==> src/rtl/mole_scheduler.sv <==
// mole_scheduler: picks the lit hole, times the show and gap windows,
// resolves each appearance as hit or miss and tracks difficulty level.
module mole_scheduler #(
  parameter int          TICK_DIV     = 100_000,
  parameter int          SHOW_START   = 1000,
  parameter int          SHOW_MIN     = 300,
  parameter int          SHOW_STEP    = 50,
  parameter int          GAP_TICKS    = 400,
  parameter int          HITS_PER_LVL = 4,
  parameter logic [15:0] LFSR_SEED    = 16'hACE1
) (
  input  logic       clk,
  input  logic       reset,
  input  logic       enable,
  input  logic [3:0] btn,
  output logic [3:0] mole_on,
  output logic       hit_pulse,
  output logic       miss_pulse,
  output logic [3:0] level,
  output logic       busy
);

  localparam int PW = (TICK_DIV > 1) ? $clog2(TICK_DIV) : 1;
  localparam logic [PW-1:0] PRE_MAX  = PW'(TICK_DIV - 1);
  localparam logic [15:0]   GAP_LAST = 16'(GAP_TICKS - 1);
  localparam logic [15:0]   START    = 16'(SHOW_START);
  localparam logic [15:0]   SMIN     = 16'(SHOW_MIN);
  localparam logic [15:0]   STEP     = 16'(SHOW_STEP);
  localparam logic [7:0]    HIT_LAST = 8'(HITS_PER_LVL - 1);

  typedef enum logic [1:0] {
    IDLE,
    GAP,
    SHOW
  } state_t;

  state_t        state, state_n;
  logic [PW-1:0] presc, presc_n;
  logic [15:0]   tcnt, tcnt_n;
  logic [15:0]   lfsr;
  logic [1:0]    prev_hole, prev_n, pick;
  logic [3:0]    btn_s, btn_q, press;
  logic [7:0]    hit_cnt, hit_cnt_n;
  logic [3:0]    mole_n, level_n;
  logic          hit_n, miss_n, busy_n;
  logic          running, tick;
  logic [15:0]   dec, show_t;

  // prev_hole doubles as the lit hole while in SHOW
  assign running = (state == GAP) || (state == SHOW);
  assign tick    = running && (presc == PRE_MAX);
  assign pick    = (lfsr[1:0] == prev_hole) ? lfsr[1:0] + 2'd1
                                            : lfsr[1:0];
  assign dec     = STEP * {12'd0, level};
  assign show_t  = ((START > dec) && ((START - dec) > SMIN))
                   ? (START - dec) : SMIN;

  // input sampling, registered rising-edge detect and free-running LFSR
  always_ff @(posedge clk) begin
    if (!reset) begin
      btn_s <= '0;
      btn_q <= '0;
      press <= '0;
      lfsr  <= LFSR_SEED;
    end else begin
      btn_s <= btn;
      btn_q <= btn_s;
      press <= btn_s & ~btn_q;
      lfsr  <= {lfsr[14:0],
                lfsr[15] ^ lfsr[13] ^ lfsr[12] ^ lfsr[10]};
    end
  end

  // state register and all registered outputs
  always_ff @(posedge clk) begin
    if (!reset) begin
      state      <= IDLE;
      presc      <= '0;
      tcnt       <= '0;
      prev_hole  <= '0;
      hit_cnt    <= '0;
      mole_on    <= '0;
      hit_pulse  <= 1'b0;
      miss_pulse <= 1'b0;
      level      <= '0;
      busy       <= 1'b0;
    end else begin
      state      <= state_n;
      presc      <= presc_n;
      tcnt       <= tcnt_n;
      prev_hole  <= prev_n;
      hit_cnt    <= hit_cnt_n;
      mole_on    <= mole_n;
      hit_pulse  <= hit_n;
      miss_pulse <= miss_n;
      level      <= level_n;
      busy       <= busy_n;
    end
  end

  // next state, timers, scoring; correct press outranks wrong press/timeout
  always_comb begin
    state_n   = state;
    presc_n   = (!running || tick) ? '0 : presc + 1'b1;
    tcnt_n    = tick ? tcnt + 16'd1 : tcnt;
    prev_n    = prev_hole;
    hit_cnt_n = hit_cnt;
    mole_n    = mole_on;
    level_n   = level;
    hit_n     = 1'b0;
    miss_n    = 1'b0;
    if (!enable) begin
      state_n = IDLE;
      mole_n  = '0;
      presc_n = '0;
      tcnt_n  = '0;
    end else begin
      unique case (state)
        IDLE: begin
          state_n = GAP;
          presc_n = '0;
          tcnt_n  = '0;
          mole_n  = '0;
        end
        GAP: begin
          if (tick && (tcnt == GAP_LAST)) begin
            state_n = SHOW;
            presc_n = '0;
            tcnt_n  = '0;
            prev_n  = pick;
            mole_n  = 4'b0001 << pick;
          end
        end
        SHOW: begin
          if (press[prev_hole]) begin
            hit_n = 1'b1;
            if (hit_cnt == HIT_LAST) begin
              hit_cnt_n = '0;
              if (level != 4'hF) level_n = level + 4'd1;
            end else begin
              hit_cnt_n = hit_cnt + 8'd1;
            end
          end else if (|press) begin
            miss_n = 1'b1;
          end else if (tick && (tcnt == show_t - 16'd1)) begin
            miss_n = 1'b1;
          end
          if (hit_n || miss_n) begin
            state_n = GAP;
            presc_n = '0;
            tcnt_n  = '0;
            mole_n  = '0;
          end
        end
        default: state_n = IDLE;
      endcase
    end
    busy_n = (state_n != IDLE);
  end

endmodule

==> config.mk <==
export PLATFORM = sky130hd
export DESIGN_NAME = mole_scheduler
export DESIGN_NICKNAME = d
export VERILOG_FILES = /design/src/rtl/mole_scheduler.sv
export SDC_FILE = /design/constraint.sdc
export NUM_CORES = 1
export LEC_CHECK = 0
export CAP_MARGIN = 15
export CORE_UTILIZATION = 51
export CTS_CLUSTER_DIAMETER = 50
export DETAILED_ROUTE_END_ITERATION = 7
export GPL_TIMING_DRIVEN = 0
export PLACE_DENSITY_LB_ADDON = 0.2
export SETUP_SLACK_MARGIN = 0.4
export SLEW_MARGIN = 30
export SYNTH_ARGS = -nofsm -noshare
export SYNTH_HDL_FRONTEND = slang
export SYNTH_SLANG_ARGS = --single-unit
==> constraint.sdc <==
create_clock -name clk -period 9.07 [get_ports clk]
set_clock_uncertainty 0.1 [all_clocks]
set_input_delay 1.814 -clock clk [delete_from_list [all_inputs] [get_ports clk]]
set_output_delay 1.814 -clock clk [all_outputs]
set_load 0.005 [all_outputs]
==> impl_metrics.tcl <==
set metrics [dict create \
    outcome "completed" \
    met2WireLength_um 3858 \
    placement_rows 33 \
    final.min_clock_period_ns 5.962 \
    layout_commonest_cell "sky130_fd_sc_hd__dfxtp_1" \
    max_freq_mhz 167.7 \
    mappedNetlistNets 509 \
    antenna_found_initial 0 \
    synth_top_area_share 0.3803 \
    crit_top_cell "sky130_fd_sc_hd__ha_1" \
    setup-tns-final_ns 0 \
    area_growth_pct 10.72 \
    placed_area_um2 4713 \
    synthesis.area_um2 4422 \
    cts_root_buffer "sky130_fd_sc_hd__clkbuf_8" \
    rr_worst_depth 23 \
    crit_fanout 10 \
    antenna_cells 0 \
    routed_via_density 5.458 \
    critical_path.startpoint_type "register" \
    r2r_slack_ns 3.11 \
    cts_resized 0 \
    synth_cell_types 60 \
    arrival_time_of_the_worst_setup_path_ns 6.08 \
    cells_along_the_critical_path "buf_2, inv_1, ha_1, inv_1, ha_1, ha_1, and3b_1, a22oi_1, o211ai_1, xnor2_1, o2bb2a_1, or3_1, ha_1, maj3_1, o22ai_1, xor2_1, nor2_1, a21oi_1, nor4_2, o2111ai_2, a31oi_4, buf_4, nor4_2" \
    timing.rr.start "level[2]" \
    port-buffer-count 16 \
    min-delay-path-class "register to register" \
    post_synth_inst_count 481 \
    power_leakage_nw 1.765 \
    cts_inserted_buffers 9 \
    timing.slew.headroom 0.4553 \
    fin_crit_sh 0.6574 \
    finalWorstSetupSlack_ns 3.108 \
    remaining_drc_errors 0 \
    postRouteWirelength_um 8345 \
    syn-mean-instance-area_um2 9.193 \
    clock_pin_slew_reported_for_the_worst_setup_and_hold_paths_after_clock_tree_synthesis_ns 0.09 \
    ant_nets 0 \
    synth_enable_flop_cells 0 \
    cp.required_ns 9.19 \
    pwr_per_cell_area_nw_per_um2 134.1 \
    dp_hpwl_um 6053 \
    top_cells_by_area_synth "sky130_fd_sc_hd__dfxtp_1 38%, sky130_fd_sc_hd__xor2_1 6.1%, sky130_fd_sc_hd__ha_1 5.9%" \
    post_route_cells_drive_above_1_share 0.08382 \
    end_kind "register" \
    final_cell_mix "84 x sky130_fd_sc_hd__dfxtp_1, 43 x sky130_fd_sc_hd__nand2_1, 31 x sky130_fd_sc_hd__xor2_1" \
    totalPowerFinal_uw 656.7 \
    report.final.slew_viol_count 0 \
    setup.worst_path.class "register to register" \
    route.vias.total 3373 \
    count_of_clock_tree_sinks 84 \
    hold_buffers 0 \
    yosysWarningCount 0 \
    synth_top_flop_cell "sky130_fd_sc_hd__dfxtp_1" \
    fraction_of_registers_with_async_set_or_reset_after_synthesis 0 \
    die_x_um 95.12 \
    grt_start_max_net_pins 17 \
    max_slew.worst_pin.slew_ns 0.8096 \
    track_usage 0.2034 \
    post-cts-setup-buffers 0 \
    top_layer_used "met4" \
    grt_overflow 0 \
    layout.cell_area.non_filler_um2 4896 \
    cpPeakStageDelay_ns 0.44 \
    setup.worst_path.end "presc[12]" \
    die_area_um2 9047 \
    gp_congestion 0.8242 \
    wl_per_cell_um 13.50 \
    ir_worst_vdd_uv 115.1 \
    unrepaired_setup_endpoints_after_global_routing "false" \
    instances_no_fill 618 \
    first_global_vias 3285 \
    first_iter_violations 126 \
    hold_path_startpoint "btn_q[2]" \
    clock_tree.buffer_depth 2 \
    wl_met1_um 4153 \
    firstDrtPassIters 4 \
    worst_r2r_endpoint "presc[12]" \
    filler_cell_count 725 \
    design.core.area_um2 8299 \
    synth-seq-area-share 0.3803 \
    cts_tree "yes" \
    timing_hold_violations_final 0 \
    wire_length_of_the_first_global_routing_pass_um 14670 \
    initial_utilization 0.5328 \
    dp_slack_ns 3.126 \
    clkLatencyLatePin_ns 0.35 \
    synth_seq_cells 84 \
    die_height_um 95.12 \
    critical_path_origin "level[2]" \
    pin_count 18 \
    route.met3.wl_um 213 \
    min_delay_path_depth 1 \
    design.final.nets 536 \
    ctsHtreeMaxLevel 3 \
    synth_area_leader "sky130_fd_sc_hd__dfxtp_1" \
    setup_viol 0 \
    crit_slowest_cell "sky130_fd_sc_hd__a31oi_4" \
    dpl.cell_count 602 \
    maxCapViolations 0 \
]
final cells by class:
class | instances | area, µm² | area share
multi-input combinational | 360 | 2585 | 0.5280
sequential | 84 | 1682 | 0.3435
timing repair buffer | 16 | 160.2 | 0.03271
tap | 105 | 131.4 | 0.02683
clock inverter | 7 | 58.81 | 0.01201
clock buffer | 9 | 123.9 | 0.02530
buffer | 17 | 80.08 | 0.01636
inverter | 20 | 75.07 | 0.01533
synthesized netlist by cell type, types with 2 or more instances:
cell type / count
sky130_fd_sc_hd__dfxtp_1: 84
sky130_fd_sc_hd__or2_1: 2
sky130_fd_sc_hd__nand2_1: 43
sky130_fd_sc_hd__nor4_2: 13
sky130_fd_sc_hd__clkbuf_1: 11
sky130_fd_sc_hd__a211oi_1: 2
sky130_fd_sc_hd__nor4bb_1: 2
sky130_fd_sc_hd__nand3_1: 17
sky130_fd_sc_hd__nand2b_1: 12
sky130_fd_sc_hd__or4_1: 3
sky130_fd_sc_hd__xnor2_1: 28
sky130_fd_sc_hd__nor3_1: 22
sky130_fd_sc_hd__ha_1: 21
sky130_fd_sc_hd__o21a_1: 2
sky130_fd_sc_hd__and4_1: 5
sky130_fd_sc_hd__o31a_1: 2
sky130_fd_sc_hd__or3_1: 4
sky130_fd_sc_hd__a31oi_1: 2
sky130_fd_sc_hd__a21oi_1: 10
sky130_fd_sc_hd__o211ai_1: 2
sky130_fd_sc_hd__mux2i_1: 9
sky130_fd_sc_hd__buf_2: 4
sky130_fd_sc_hd__and2_1: 22
sky130_fd_sc_hd__o22ai_1: 2
sky130_fd_sc_hd__nor4_1: 12
sky130_fd_sc_hd__nor2b_1: 13
sky130_fd_sc_hd__o21ai_0: 5
sky130_fd_sc_hd__nand4_1: 9
sky130_fd_sc_hd__nor2_1: 27
sky130_fd_sc_hd__inv_1: 20
sky130_fd_sc_hd__o31ai_1: 3
sky130_fd_sc_hd__and3_1: 10
sky130_fd_sc_hd__xor2_1: 31
sequential cells by signal, summed over array words and instances (netlist names):
| signal | cells |
|---|---|
| mole_on | 4 |
| state | 2 |
| busy | 1 |
| miss_pulse | 1 |
| hit_pulse | 1 |
| presc | 17 |
| prev_hole | 2 |
| btn_q | 4 |
| btn_s | 4 |
| tcnt | 16 |
| hit_cnt | 8 |
| lfsr | 16 |
| press | 4 |
| level | 4 |
worst min-delay path by stage:
stage	to	slack, ns
6_report	press[2]	0.28
5_1_grt	press[1]	0.30
4_1_cts	press[2]	0.28
3_5_place_dp	press[2]	0.27
3_3_place_gp	press[2]	0.27
2_1_floorplan	press[0]	0.27
per-stage QoR:
step,hold WS [ns],utilization
global placement,0.2719,0.5679
CTS,0.2846,0.5899
detailed placement,0.2722,0.5679
global route,0.2965,0.5899
floorplan,0.2674,-
finish,0.2837,0.5899
cells by family (layout without fill, tap and decap cells):
group	count (synthesis)	after routing	share of synthesized area
and+or+nand+nor	222	222	0.2915
DFF	84	84	0.3803
xor gates and xnor gates	60	60	0.1220
AOI/OAI and AO/OA	45	45	0.08150
buffers and inverters	37	69	0.03509
adders and majority gates	22	22	0.06169
muxes	11	11	0.02801
report_power, final:
| part | switching [mW] | internal, mW |
|---|---|---|
| clock network | 0.142 | 0.102 |
| logic | 0.0193 | 0.0129 |
| registers | 0.00355 | 0.377 |
metal layers:
| metal | up-vias | global-route usage |
|---|---|---|
| met5 | - | 0 |
| met2 | 46 | 0.3321 |
| met1 | 1573 | 0.2718 |
| li1 | 1744 | - |
| met3 | 10 | 0.02791 |
| met4 | 0 | 0.07702 |
critical path, delay by kind of cell, from the launching register on:
family / cells / cell delay [ns]
and+or+nand+nor: 5 / 0.98
AOI/OAI and AO/OA: 7 / 1.67
adders and majority gates: 5 / 1.45
buffers and inverters: 4 / 0.71
xor gates and xnor gates: 2 / 0.47
DFF: 1 / 0.43
Note: power is estimated with default switching activity, not from simulation.
